## src/rtl/lza_dt_seq_ctrl.sv

```systemverilog
// Sequencer that streams an n/z/p position-string triple MSB-chunk-first through a
// detection-tree node and folds the per-chunk Z/P/N/Y flags. Optional macro: LZA_EARLY_EXIT_EN.
module lza_dt_seq_ctrl #(
    parameter int DATA_WIDTH  = 32,
    parameter int CHUNK_WIDTH = 8
) (
    input  logic                   clk,
    input  logic                   rst,
    input  logic                   in_valid,
    output logic                   in_ready,
    input  logic [DATA_WIDTH-1:0]  in_n_pos,
    input  logic [DATA_WIDTH-1:0]  in_z_pos,
    input  logic [DATA_WIDTH-1:0]  in_p_pos,
    output logic                   chunk_valid,
    output logic [CHUNK_WIDTH-1:0] chunk_n_pos,
    output logic [CHUNK_WIDTH-1:0] chunk_z_pos,
    output logic [CHUNK_WIDTH-1:0] chunk_p_pos,
    input  logic                   tree_Z,
    input  logic                   tree_P,
    input  logic                   tree_N,
    input  logic                   tree_Y,
    output logic                   out_valid,
    input  logic                   out_ready,
    output logic                   out_Z,
    output logic                   out_P,
    output logic                   out_N,
    output logic                   out_Y
);

    localparam int NUM_CHUNKS = DATA_WIDTH / CHUNK_WIDTH;
    localparam int CNT_W      = (NUM_CHUNKS > 1) ? $clog2(NUM_CHUNKS) : 1;
    localparam logic [CNT_W-1:0] LAST_CNT = CNT_W'(NUM_CHUNKS - 1);

    typedef enum logic [1:0] {S_IDLE, S_RUN, S_DONE} state_t;

    state_t                r_state;
    logic [CNT_W-1:0]      r_cnt;
    logic [DATA_WIDTH-1:0] r_n_sh, r_z_sh, r_p_sh;
    logic                  r_acc_z, r_acc_p, r_acc_n, r_acc_y;
    logic                  r_in_ready, r_chunk_valid, r_out_valid;

    logic w_m_z, w_m_p, w_m_n, w_m_y;
    logic w_stop_early, w_last;

    // Accumulator is the more-significant half, the incoming chunk the less-significant half.
    assign w_m_z = r_acc_z & tree_Z;
    assign w_m_p = (r_acc_z & tree_P) | (r_acc_p & tree_Z);
    assign w_m_n = r_acc_n | (r_acc_z & tree_N);
    assign w_m_y = r_acc_y | (r_acc_z & tree_Y) | (r_acc_p & tree_N);

`ifdef LZA_EARLY_EXIT_EN
    // Once Z and P are both clear no later chunk can change the result.
    assign w_stop_early = ~w_m_z & ~w_m_p;
`else
    assign w_stop_early = 1'b0;
`endif
    assign w_last = (r_cnt == LAST_CNT) | w_stop_early;

    // NOTE: every register is updated with non-blocking assignments so all of them
    // sample pre-edge values; the async reset branch must list every register.
    always_ff @(posedge clk or posedge rst) begin
        if (rst) begin
            r_state       <= S_IDLE;
            r_cnt         <= '0;
            r_n_sh        <= '0;
            r_z_sh        <= '0;
            r_p_sh        <= '0;
            r_acc_z       <= 1'b0;
            r_acc_p       <= 1'b0;
            r_acc_n       <= 1'b0;
            r_acc_y       <= 1'b0;
            r_in_ready    <= 1'b1;
            r_chunk_valid <= 1'b0;
            r_out_valid   <= 1'b0;
        end else begin
            case (r_state)
                S_IDLE: begin
                    if (in_valid) begin
                        r_n_sh        <= in_n_pos;
                        r_z_sh        <= in_z_pos;
                        r_p_sh        <= in_p_pos;
                        r_acc_z       <= 1'b1;
                        r_acc_p       <= 1'b0;
                        r_acc_n       <= 1'b0;
                        r_acc_y       <= 1'b0;
                        r_cnt         <= '0;
                        r_in_ready    <= 1'b0;
                        r_chunk_valid <= 1'b1;
                        r_state       <= S_RUN;
                    end
                end
                S_RUN: begin
                    r_acc_z <= w_m_z;
                    r_acc_p <= w_m_p;
                    r_acc_n <= w_m_n;
                    r_acc_y <= w_m_y;
                    r_n_sh  <= r_n_sh << CHUNK_WIDTH;
                    r_z_sh  <= r_z_sh << CHUNK_WIDTH;
                    r_p_sh  <= r_p_sh << CHUNK_WIDTH;
                    if (!w_stop_early) begin
                        r_cnt <= r_cnt + 1'b1;
                    end
                    if (w_last) begin
                        r_chunk_valid <= 1'b0;
                        r_out_valid   <= 1'b1;
                        r_state       <= S_DONE;
                    end
                end
                S_DONE: begin
                    if (out_ready) begin
                        r_out_valid <= 1'b0;
                        r_in_ready  <= 1'b1;
                        r_state     <= S_IDLE;
                    end
                end
                default: begin
                    r_state       <= S_IDLE;
                    r_in_ready    <= 1'b1;
                    r_chunk_valid <= 1'b0;
                    r_out_valid   <= 1'b0;
                end
            endcase
        end
    end

    assign in_ready    = r_in_ready;
    assign chunk_valid = r_chunk_valid;
    assign chunk_n_pos = r_n_sh[DATA_WIDTH-1 -: CHUNK_WIDTH];
    assign chunk_z_pos = r_z_sh[DATA_WIDTH-1 -: CHUNK_WIDTH];
    assign chunk_p_pos = r_p_sh[DATA_WIDTH-1 -: CHUNK_WIDTH];
    assign out_valid   = r_out_valid;
    assign out_Z       = r_acc_z;
    assign out_P       = r_acc_p;
    assign out_N       = r_acc_n;
    assign out_Y       = r_acc_y;

endmodule

```

## config.mk

```make
export PLATFORM = sky130hd
export DESIGN_NAME = lza_dt_seq_ctrl
export DESIGN_NICKNAME = d
export VERILOG_FILES = /design/src/rtl/lza_dt_seq_ctrl.sv
export SDC_FILE = /design/constraint.sdc
export NUM_CORES = 1
export LEC_CHECK = 0
export ABC_CLOCK_PERIOD_IN_PS = 3500
export BUFFER_PORTS_ARGS = -buffer_cell sky130_fd_sc_hd__buf_2
export CORE_ASPECT_RATIO = 0.75
export CORE_MARGIN = 2
export CORE_UTILIZATION = 45
export CTS_BUF_LIST = sky130_fd_sc_hd__clkbuf_4 sky130_fd_sc_hd__clkbuf_8
export CTS_CLUSTER_DIAMETER = 30
export DETAILED_ROUTE_END_ITERATION = 6
export PLACE_DENSITY = 0.74
export REMOVE_ABC_BUFFERS = 1
export SLEW_MARGIN = 20
export SYNTH_ARGS = -nofsm -noshare
export SYNTH_HDL_FRONTEND = slang
export SYNTH_SLANG_ARGS = --single-unit
```

## constraint.sdc

```tcl
create_clock -name clk -period 3.5 [get_ports clk]
set_input_delay 0.7 -clock clk [delete_from_list [all_inputs] [get_ports clk]]
set_output_delay 0.7 -clock clk [all_outputs]
set_load 0.005 [all_outputs]
```

After elaboration in Yosys (flattened, before gate mapping)
Index checks and enable logic that the tools add are counted.
{"block": "op_classes", "addsub": 1, "reduce_logical": 7, "mux": 25, "bitwise": 13, "multipliers": 0, "order_cmp": 0, "shifts": 0, "n_div": 0, "eq_ne": 6}
{"operator": "32-bit one-hot mux with 2 select lines", "n": 3}
{"operator": "32-bit 2-to-1 mux", "n": 3}
{"operator": "3-bit AND reduction", "n": 4}
{"operator": "1-bit one-hot mux with 3 select lines", "n": 3}
{"operator": "2-bit 2-to-1 mux", "n": 4}
{"operator": "1-bit one-hot mux with 2 select lines", "n": 4}
{"operator": "1-bit AND", "n": 6}
{"operator": "1-bit 2-to-1 mux", "n": 6}
{"operator": "2-bit != test (second input constant)", "n": 3}
{"operator": "2-bit one-hot mux with 3 select lines", "n": 1}
{"operator": "2-bit equality test (second input constant)", "n": 2}
{"operator": "1-bit bitwise OR", "n": 4}
{"operator": "2-bit one-hot mux with 2 select lines", "n": 1}
{"operator": "1-bit NOT", "n": 3}
{"operator": "2-bit by 1-bit adder with 2-bit output (second input constant)", "n": 1}
{"operator": "2-bit by 1-bit equality test with 1-bit output (second input constant)", "n": 1}
{"operator": "2-bit logical NOT", "n": 1}
{"operator": "2-bit AND reduction", "n": 1}
{"operator": "2-bit nonzero test", "n": 1}
{"block": "word_totals", "ram_bits": 0, "ff_bits": 107, "latchBits": 0, "n_memories": 0, "word_cells": 64, "mem_bits_ro": 0}

Longest topological paths before layout
Gate-level depths: netlist of run 1.
{"block": "logic_depth", "ltp_word": 4, "ltp_mapped": 6, "mapped_depth_nobuf": 4}

Worst setup path after synthesis of run 1
No wires, ideal clock.
{"block": "synth_timing", "kind": "input port to flip-flop", "start": "input in_valid", "end": "register r_n_sh[31]", "t_required_ns": 3.374, "path_stages": 5, "setup_ns": 0.126, "setup_slack_ns": 2.009, "t_arrival_ns": 1.365, "cell_sequence": "buf_6 > or2_1 > buf_4 > o32ai_1 > nor2_1"}
{"block": "synth_between", "elab_chain_cells": 2}
{"item": "start, declared", "line": "9", "text": "input logic in_valid,"}
{"item": "2-bit != test (no line)"}
{"item": "2-bit AND reduction (no line)"}
{"item": "end signal, assigned", "line": "79", "text": "r_n_sh <= in_n_pos;"}
{"item": "end signal, assigned", "line": "97", "text": "r_n_sh <= r_n_sh << CHUNK_WIDTH;"}
{"item": "end, declared", "line": "38", "text": "logic [DATA_WIDTH-1:0] r_n_sh, r_z_sh, r_p_sh;"}
No other way between the ends.
A chain may end at the register's enable or synchronous reset.

Worst setup path in the final report of run 1
{"block": "layout_timing", "start": "register r_state[1]", "end": "register r_z_sh[30]"}
{"block": "layout_between", "elab_chain_cells": 3, "word_cells_on_any_way": 6}
{"item": "start, declared", "line": "36", "text": "state_t r_state;"}
{"item": "start signal, assigned", "line": "63", "text": "r_state <= S_IDLE;"}
{"item": "start signal, assigned", "line": "89", "text": "r_state <= S_RUN;"}
{"item": "start signal, assigned", "line": "106", "text": "r_state <= S_DONE;"}
{"item": "2-bit by 1-bit equality test with 1-bit output or 2-bit logical NOT (tied branches)", "line": "76", "text": "case (r_state)"}
{"item": "2-bit nonzero test (no line) or 2-bit != test (tied branches)"}
{"item": "2-bit AND reduction (no line)"}
{"item": "end signal, assigned", "line": "80", "text": "r_z_sh <= in_z_pos;"}
{"item": "end signal, assigned", "line": "98", "text": "r_z_sh <= r_z_sh << CHUNK_WIDTH;"}
{"item": "end, declared", "line": "38"}
Several ways; a longest one is shown, not always the timed one.

==> impl_metrics.json, run 1 <==
{
  "outcome": "finished clean",
  "post_drt_wl_per_cell_um": 18.1,
  "power_mw": 4.90,
  "die_width_um": 127,
  "dr.pass1.iters": 5,
  "numCtsBuffers": 9,
  "dpl.hpwl_um": 8640,
  "setup_ws_ns": 0.865,
  "first_iter_violations": 448,
  "grt.total_usage_pct": 22.1,
  "r2r_cells": 3,
  "syn_avg_cell_area_um2": 10.2,
  "use_met2_pct": 33.1,
  "powerDensity_nw_per_um2": 845,
  "clk_latency_ns": 0.38,
  "vias": 4344,
  "synth_cell_types": 34,
  "fmax_mhz": 380,
  "mostFrequentLayoutCells": "buf_2 (134), nand3_1 (106), dfrtp_1 (105)",
  "viasPerCell": 5.97,
  "place_congestion": 0.822,
  "ys_ff_latch": 107,
  "final_util_pct": 52.7,
  "nets": 688,
  "ios": 135,
  "end_kind": "flip-flop",
  "cts_tree": "built",
  "worstMarginPinSlew_ns": 1.02,
  "grt_setup_unrepaired": "no",
  "post-route-drc-count": 0,
  "cts.repair.resized": 0,
  "use_met3_pct": 5.23,
  "r2r_slack_ns": 0.86,
  "portBuffers": 134,
  "fin_crit_sh_pct": 75.3,
  "clk_pin_slew_ns": 0.10,
  "diodes": 0,
  "ys_warn_count": 0,
  "placed_cell_area_um2": 5560,
  "critPathArrivalTime_ns": 2.89,
  "postSynth.asyncResetShare_pct": 100,
  "synth_edf_count": 0,
  "slew_headroom_pct": 32.2,
  "antenna_found_initial": 0,
  "finalClockSkew_ns": 0.0103,
  "fin_area_um2": 5790,
  "final_max_slew_viol_count": 0,
  "fin_setup_tns_ns": 0,
  "fin_crit_ns": 2.64,
  "hp-class": "input pin to asynchronous set/reset pin",
  "irDropWorstVdd_mv": 0.313,
  "htreeDepth": 3,
  "core_um2": 11000,
  "final_common_cell": "buf_2",
  "clock_sinks": 107,
  "start_util_pct": 46.3,
  "finalNonFillerCells": 728,
  "synth_seq_area_share_pct": 52.7,
  "cts_buffer_depth": 2,
  "row_count": 33,
  "cp.required_ns": 3.76,
  "setup_violations": 0,
  "grt.overflow.total": 0,
  "synth_area_um2": 5080,
  "start_kind": "flip-flop",
  "syn_inst": 498,
  "route.antenna.remaining_nets": 0,
  "hold_viol_final": 0,
  "cts_setup_buffers": 0,
  "die_height_um": 96.1,
  "maxCapViolations": 0,
  "ctsHoldBuffers": 0,
  "use_met1_pct": 32.9,
  "wl_um": 13200,
  "dp_cells": 712,
  "syn_to_final_growth_pct": 13.9,
  "grt_pass1_vias": 4010,
  "busiest_layer": "met2",
  "criticalPathCategory": "flip-flop to flip-flop",
  "synth_flop_cell": "dfrtp_1",
  "p_leak_nw": 2.74,
  "rr_startpoint": "r_state[1]$_DFFE_PP0P_",
  "die_area_um2": 12200,
  "grt_pass1_wl_um": 20900,
  "drive_above_1_share_pct": 29.1,
  "crit_fanout": 65,
  "whs_ns": 0.402,
  "grt_max_degree": 66,
  "root_buffer": "clkbuf_8",
  "r2r_end": "r_z_sh[30]$_DFFE_PP0P_",
  "place_ws_ns": 1.18
}
worst max path at each step:
stage,from,endpoint,slack (ns)
after floorplan,rst,chunk_valid$_DFFE_PP0P_,-0.02
after global placement,in_valid,r_n_sh[14]$_DFFE_PP0P_,1.22
after detailed placement,in_valid,r_n_sh[17]$_DFFE_PP0P_,1.18
after CTS,r_state[1]$_DFFE_PP0P_,r_state[0]$_DFFE_PP0P_,1.26
after global routing,r_state[1]$_DFFE_PP0P_,r_z_sh[31]$_DFFE_PP0P_,0.63
final,r_state[1]$_DFFE_PP0P_,r_z_sh[30]$_DFFE_PP0P_,0.86
where the power goes:
group          total [mW]  internal, mW  switching (mW)  leakage, nW
registers            2.20          1.75           0.452         1.36
logic                1.85         0.780            1.07         1.28
clock network       0.850         0.422           0.428        0.108
Yosys cell counts, drive strengths merged, types with 2 or more instances:
cell type / instances / share of area (%)
a22o: 25 / 4.3
a22oi: 54 / 8.0
a32o: 2 / 0.39
buf: 55 / 7.8
clkbuf: 12 / 0.89
dfrtp: 106 / 52
inv: 2 / 0.15
nand2: 58 / 4.3
nand2b: 3 / 0.52
nand3: 106 / 10
nand3b: 8 / 1.2
nor2: 20 / 1.9
nor2b: 3 / 0.52
o21ai: 5 / 0.49
o221a: 8 / 1.8
o22ai: 11 / 1.4
o32ai: 11 / 1.9
final cells by class:
type / instances / area (um^2)
clock buffer: 10 / 138
inverter: 2 / 11.3
fill: 991 / 5190
clock inverter: 6 / 88.8
tap: 140 / 175
sequential: 107 / 2680
multi-input combinational: 322 / 1960
timing repair buffer: 141 / 736
critical path, cell delays in order, from the launching register on:
cell      delay, ns
dfrtp_2        0.95
clkinv_2       1.00
o22ai_1        0.44
nor2_1         0.07
logic make-up (layout without fill, tap and decap cells):
group / count (synthesis) / in the layout / share of synthesized area [%]
adders and majority gates: 1 / 1 / 0.246
AOI/OAI and AO/OA: 122 / 122 / 19.3
DFF: 107 / 107 / 52.7
and+or+nand+nor: 199 / 199 / 18.9
buffers and inverters: 69 / 159 / 8.86
state kept, by name, indices dropped and copies added (netlist names):
| name | flops |
|---|---|
| out_P | 1 |
| r_p_sh | 32 |
| out_Y | 1 |
| r_state | 2 |
| r_cnt | 2 |
| in_ready | 1 |
| r_z_sh | 32 |
| out_Z | 1 |
| out_N | 1 |
| r_n_sh | 32 |
| out_valid | 1 |
| chunk_valid | 1 |
per-layer routing:
layer / part of all wire [%] / up-vias / wire length, um
li1: - / 1988 / -
met2: 45 / 203 / 5890
met5: 0 / - / 0
met4: 0.82 / 0 / 108
met3: 8.9 / 9 / 1170
met1: 46 / 2144 / 6040
Power figures use the tool's default switching activity.
==> inputs of run 2 (changes only) <==
Settings changed: ABC_AREA from default to 1, ABC_CLOCK_PERIOD_IN_PS 3500 to 2400.
Clock period 3.5 ns to 2.4 ns, I/O delays scaled along.
==> run 2 against run 1 <==
  * Cell count grew 16%
  * Sequential power up 37%
  * Critical path depth is 1 higher
  * Via count increased by 7.9%
  * Die area grew 0.47%
  * Global-route usage decreased by 0.47 points
  * Fmax grew 55%
  * Clock skew fell by 0.0056 ns
  * Worst setup slack got worse by 0.16 ns
  * Design area increased by 2.3%
  * Largest power group unchanged
==> impl_metrics.json, run 2 <==
{
  "outcome": "finished clean",
  "busiest_layer": "met2",
  "nFillCells": 1045,
  "die_width_um": 127,
  "clockPowerShare_pct": 16.9,
  "fmax_mhz": 590,
  "core_um2": 11000,
  "synth_area_um2": 5110,
  "final-seq-area_um2": 2680,
  "synth_flop_cell": "dfrtp_1",
  "post_drt_wl_per_cell_um": 15.5,
  "synth_top_area_share_pct": 51.9,
  "postSynth.asyncResetShare_pct": 100,
  "fin_setup_tns_ns": 0,
  "r2r_slack_ns": 0.71,
  "row_count": 33,
  "grt.overflow.total": 0,
  "mostFrequentLayoutCells": "nand3_1 (207), nand2_1 (150), buf_2 (134)",
  "p_int_mw": 4.21,
  "route.antenna.remaining_nets": 0,
  "power_mw": 7.12,
  "dr.pass1.iters": 5,
  "final_max_slew_viol_count": 0,
  "grt_pass1_wl_um": 21200,
  "combPwrFrac_pct": 40.6,
  "die_height_um": 96.3,
  "cts_tree": "built",
  "final_common_cell": "nand3_1",
  "hp-class": "input pin to asynchronous set/reset pin",
  "antenna_found_initial": 1,
  "htreeDepth": 3,
  "use_met3_pct": 5.17,
  "path_cells": "nand2_4, buf_4, nand3_1, nand3_1",
  "cp.required_ns": 2.65,
  "multiInputGateArea_um2": 1950,
  "vias": 4688,
  "synth.most_common_cell": "nand3_1",
  "cts_setup_buffers": 0,
  "portBuffers": 134,
  "syn_avg_cell_area_um2": 8.31,
  "nets": 806,
  "hold_viol_final": 0,
  "p_seq_share_pct": 42.4,
  "slowest_stage": "dfrtp_1",
  "diodes": 0,
  "synth_edf_count": 0,
  "p_leak_nw": 3.14,
  "fin_crit_ns": 1.69,
  "synth_area_leaders": "dfrtp_1 (52%), nand3_1 (20%), nand2_1 (11%)",
  "worstMarginPinSlew_ns": 0.535,
  "syn_to_final_growth_pct": 16.0,
  "cp_slowest_stage_delay_ns": 0.64,
  "dpl.hpwl_um": 8300,
  "yosys.area.top_type": "dfrtp_1",
  "r2r_cells": 4,
  "fin_crit_sh_pct": 70.6,
  "netlist_top_cells_count": "nand3_1 (207), nand2_1 (150), dfrtp_1 (106)",
  "criticalPathCategory": "flip-flop to flip-flop",
  "synth_seq_area_share_pct": 52.4,
  "critPathArrivalTime_ns": 1.95,
  "synth_cell_types": 19,
  "ys_warn_count": 0,
  "wl_um": 13100,
  "clk_pin_slew_ns": 0.09,
  "powerDensity_nw_per_um2": 1200,
  "cts.repair.resized": 0,
  "ys_ff_latch": 107,
  "finalClockSkew_ns": 0.00475,
  "fin_area_um2": 5930,
  "slew_headroom_pct": 64.4,
  "maxCapViolations": 0,
  "grt_pass1_vias": 4218,
  "grt_setup_unrepaired": "no",
  "use_met1_pct": 31.1,
  "r2r_end": "r_z_sh[10]$_DFFE_PP0P_",
  "clk_latency_ns": 0.37,
  "drive_above_1_share_pct": 24.8,
  "place_congestion": 0.779,
  "grt_max_degree": 66,
  "crit_fanout": 47,
  "grt.total_usage_pct": 21.6,
  "reg_top3": "r_n_sh x32, r_p_sh x32, r_z_sh x32",
  "die_area_um2": 12200,
  "numCtsBuffers": 9,
  "irDropWorstVdd_mv": 0.817,
  "ctsHoldBuffers": 0,
  "setup_violations": 0,
  "post-route-drc-count": 0,
  "cts_buffer_depth": 2,
  "first_iter_violations": 464,
  "p_sw_share_pct": 40.9,
  "ios": 135,
  "root_buffer": "clkbuf_8",
  "end_kind": "flip-flop",
  "use_met2_pct": 33.5,
  "cp_common_cell": "nand3_1",
  "switching_power_mw": 2.91,
  "rr_startpoint": "r_state[0]$_DFFE_PP0P_",
  "start_util_pct": 46.5,
  "viasPerCell": 5.54,
  "placed_cell_area_um2": 5710,
  "clock_sinks": 107,
  "whs_ns": 0.182,
  "start_kind": "flip-flop",
  "syn_inst": 615
}
-- run 2: cell count changes in the layout (fill, tap and decap cells not counted), sizes merged, moves of 21 or more --
cell,delta
inv,+21
nand2,+96
nand3,+101
a22o,-25
nand4,+37
a22oi,-54
-- run 2: cell type report --
type                       count  share of cell area [%]
clock buffer                  11                    2.34
clock inverter                 5                    1.31
inverter                      22                    1.44
multi-input combinational    412                    32.9
sequential                   107                    45.2
tap                          140                    2.96
timing repair buffer         149                    13.9
-- run 2: worst max-delay path by stage --
stage / from / end / slack (ns) / cells after the start
finish: r_state[0]$_DFFE_PP0P_ / r_z_sh[10]$_DFFE_PP0P_ / 0.71 / 4
global route: r_state[1]$_DFFE_PP0P_ / r_n_sh[25]$_DFFE_PP0P_ / 0.60 / 5
floorplan: rst / chunk_valid$_DFFE_PP0P_ / -0.90 / 1
global placement: in_valid / r_n_sh[15]$_DFFE_PP0P_ / 0.61 / 5
CTS: r_state[0]$_DFFE_PP0P_ / r_z_sh[10]$_DFFE_PP0P_ / 0.73 / 4
detailed placement: in_valid / r_z_sh[11]$_DFFE_PP0P_ / 0.56 / 5
-- run 2: per-stage QoR --
| stage | worst slack [ns] | instances | utilization (%) |
|---|---|---|---|
| finish | 0.705 | 846 | 54.0 |
| global route | 0.603 | 846 | 54.0 |
| CTS | 0.734 | 846 | 54.0 |
| detailed placement | 0.564 | 830 | 52.0 |
| global placement | 0.614 | 830 | 52.0 |
| floorplan | -0.896 | 541 | - |
-- run 2: routing by layer --
metal / share of wire, % / wire (um) / up-vias
met1: 46 / 6000 / 2244
met3: 8.3 / 1090 / 11
li1: - / - / 2222
met2: 45 / 5880 / 209
met4: 0.73 / 95 / 2
met5: 0.099 / 13 / -
-- run 2: power by group through the flow --
stage / Combinational [mW] / Sequential [mW] / Clock (mW)
6_report: 2.89 / 3.02 / 1.21
5_1_grt: 3.26 / 3.10 / 1.31
4_1_cts: 2.90 / 3.01 / 1.23
3_5_place_dp: 2.90 / 3.04 / 0
3_3_place_gp: 2.81 / 3.01 / 0
2_1_floorplan: 1.77 / 2.98 / 0
-- run 2: worst max-delay path, delay by kind of cell, from the launching register on --
| kind | cells | cell delay (ns) |
|---|---|---|
| buffers and inverters | 1 | 0.35 |
| flip-flops | 1 | 0.64 |
| AND/OR/NAND/NOR | 3 | 0.58 |
-- run 2: cell families (layout without fill, tap and decap cells) --
kind of cell / Yosys count / after routing / share of synthesized area [%]
buffers and inverters: 96 / 187 / 9.53
flip-flops: 107 / 107 / 52.4
AND/OR/NAND/NOR: 405 / 405 / 37.2
adder cells (fa/ha/maj): 1 / 1 / 0.245
AO/OA/AOI/OAI: 6 / 6 / 0.587
==> inputs of run 3 (changes only) <==
Settings changed: ABC_CLOCK_PERIOD_IN_PS 2400 to 1700, PLACE_DENSITY 0.74 to 0.71.
Clock period 2.4 ns to 1.7 ns, I/O delays scaled along.
==> run 3 against run 2 <==
  * Combinational power grew 49%
  * Design area grew 1.4%
  * Total power grew 42%
  * Clock skew grew 0.0064 ns
  * Critical path type unchanged
==> impl_metrics.json, run 3 (synthesis results as in run 2) <==
{
  "outcome": "finished clean",
  "grt.overflow.total": 0,
  "clk_latency_ns": 0.37,
  "final-seq-area_um2": 2680,
  "multiInputGateArea_um2": 1950,
  "grt_pass1_vias": 4308,
  "place_congestion": 0.792,
  "path_cells": "inv_1, nor2_4, buf_12, nand2_1, nand3_1",
  "post_drt_wl_per_cell_um": 15.5,
  "grt_setup_unrepaired": "no",
  "core_um2": 11000,
  "fin_crit_ns": 1.57,
  "critPathArrivalTime_ns": 1.86,
  "hold_path_end": "r_n_sh[1]$_DFFE_PP0P_",
  "powerDensity_nw_per_um2": 1680,
  "portBuffers": 134,
  "root_buffer": "clkbuf_8",
  "wl_um": 13200,
  "dpl.hpwl_um": 8670,
  "r2r_cells": 5,
  "grt_pass1_wl_um": 21400,
  "start_util_pct": 46.5,
  "clock_sinks": 107,
  "p_leak_nw": 3.17,
  "first_iter_violations": 410,
  "end_kind": "flip-flop",
  "rr_startpoint": "r_state[0]$_DFFE_PP0P_",
  "row_count": 33,
  "final_common_cell": "nand3_1",
  "power_mw": 10.1,
  "criticalPathCategory": "flip-flop to flip-flop",
  "cts.repair.resized": 0,
  "min_from": "in_n_pos[1]",
  "fin_crit_sh_pct": 92.1,
  "cts_tree": "built",
  "die_area_um2": 12200,
  "slowest_stage": "dfrtp_1",
  "htreeDepth": 3,
  "route.antenna.remaining_nets": 0,
  "top_layer_used": "met4",
  "syn_to_final_growth_pct": 17.6,
  "start_kind": "flip-flop",
  "setup_violations": 0,
  "mostFrequentLayoutCells": "nand3_1 (207), nand2_1 (150), buf_2 (134)",
  "slew_headroom_pct": 71.6,
  "die_width_um": 127,
  "dr_wl_met3_um": 1160,
  "drive_above_1_share_pct": 25.2,
  "crit_fanout": 30,
  "reg_top3": "r_n_sh x32, r_p_sh x32, r_z_sh x32",
  "finalNonFillerCells": 851,
  "fmax_mhz": 639,
  "r2r_end": "r_z_sh[28]$_DFFE_PP0P_",
  "dp_cells": 834,
  "dr.pass1.iters": 5,
  "antenna_found_initial": 0,
  "nets": 811,
  "hp-class": "input pin to flip-flop",
  "irDropWorstVdd_mv": 1.00,
  "die_height_um": 96.3,
  "grt_max_degree": 63,
  "r2r_slack_ns": 0.13,
  "finalClockSkew_ns": 0.0112,
  "viasPerCell": 5.55,
  "clk_pin_slew_ns": 0.09,
  "fin_setup_tns_ns": 0,
  "met2_length_um": 5910,
  "cp.required_ns": 2.00,
  "vias": 4726,
  "hold_depth": 3,
  "hold_viol_final": 0,
  "grt.total_usage_pct": 22.1,
  "diodes": 0,
  "nFillCells": 1045,
  "cp_slowest_stage_delay_ns": 0.61,
  "wl_met1_um": 6010,
  "numCtsBuffers": 9,
  "cts_buffer_depth": 2,
  "worstMarginPinSlew_ns": 0.426,
  "final_max_slew_viol_count": 0,
  "maxCapViolations": 0,
  "place_ws_ns": 0.166,
  "setup_ws_ns": 0.135,
  "post-route-drc-count": 0,
  "ios": 135
}
[run 3: changes by cell type in the layout (fill, tap and decap cells not counted), sizes merged]
cell	change
clkinv	-2
buf	+4
bufinv	-2
dlygate4sd3	+1
clkbuf	+4
[run 3: through the flow]
step / instance area (um^2) / hold WS, ns / utilization (%)
after detailed placement: 5800 / 0.328 / 52.8
after CTS: 6010 / 0.155 / 54.7
after global placement: 5800 / 0.319 / 52.8
after global routing: 6010 / 0.156 / 54.7
after floorplan: 4710 / 0.450 / -
final: 6010 / 0.171 / 54.7
[run 3: layout make-up]
cell class	count	area share (%)
flip-flops and latches	107	44.6
multi-input cells	412	32.5
repair buffers	154	15.4
clock buffers	15	3.12
well taps	140	2.92
inverters	22	1.42
clock inverters	1	0.125
[run 3: repair_timing]
action / 4_1_cts / 5_1_grt
hold buffers: 1 / 0
buffers inserted: 0 / 0
hold endpoints to repair: 19 / 0
[run 3: routing by layer]
metal  vias up  GRT usage [%]
met3        13           5.06
met1      2254           32.0
li1       2231              -
met2       228           33.6
met4         0           5.68
met5         -              0
[run 3: report_power, final]
| part | internal, mW | leakage [nW] | switching (mW) | total, mW |
|---|---|---|---|---|
| Clock | 0.705 | 0.100 | 0.816 | 1.52 |
| Combinational | 1.64 | 1.70 | 2.66 | 4.31 |
| Sequential | 3.62 | 1.37 | 0.630 | 4.25 |
[run 3: worst max path at each step]
stage	start	end	cells after the start	slack (ns)
global placement	r_state[0]$_DFFE_PP0P_	r_p_sh[28]$_DFFE_PP0P_	5	0.19
detailed placement	r_state[0]$_DFFE_PP0P_	r_z_sh[28]$_DFFE_PP0P_	5	0.17
finish	r_state[0]$_DFFE_PP0P_	r_z_sh[28]$_DFFE_PP0P_	5	0.13
CTS	r_state[0]$_DFFE_PP0P_	r_z_sh[28]$_DFFE_PP0P_	5	0.13
floorplan	rst	chunk_valid$_DFFE_PP0P_	1	-1.46
global route	r_state[0]$_DFFE_PP0P_	r_p_sh[29]$_DFFE_PP0P_	5	0.03
[run 3: worst max-delay path: cells and delay by family (launching register included)]
kind,cells,cell delay (ns)
buffers and inverters,2,0.40
and+or+nand+nor,3,0.48
DFF,1,0.61
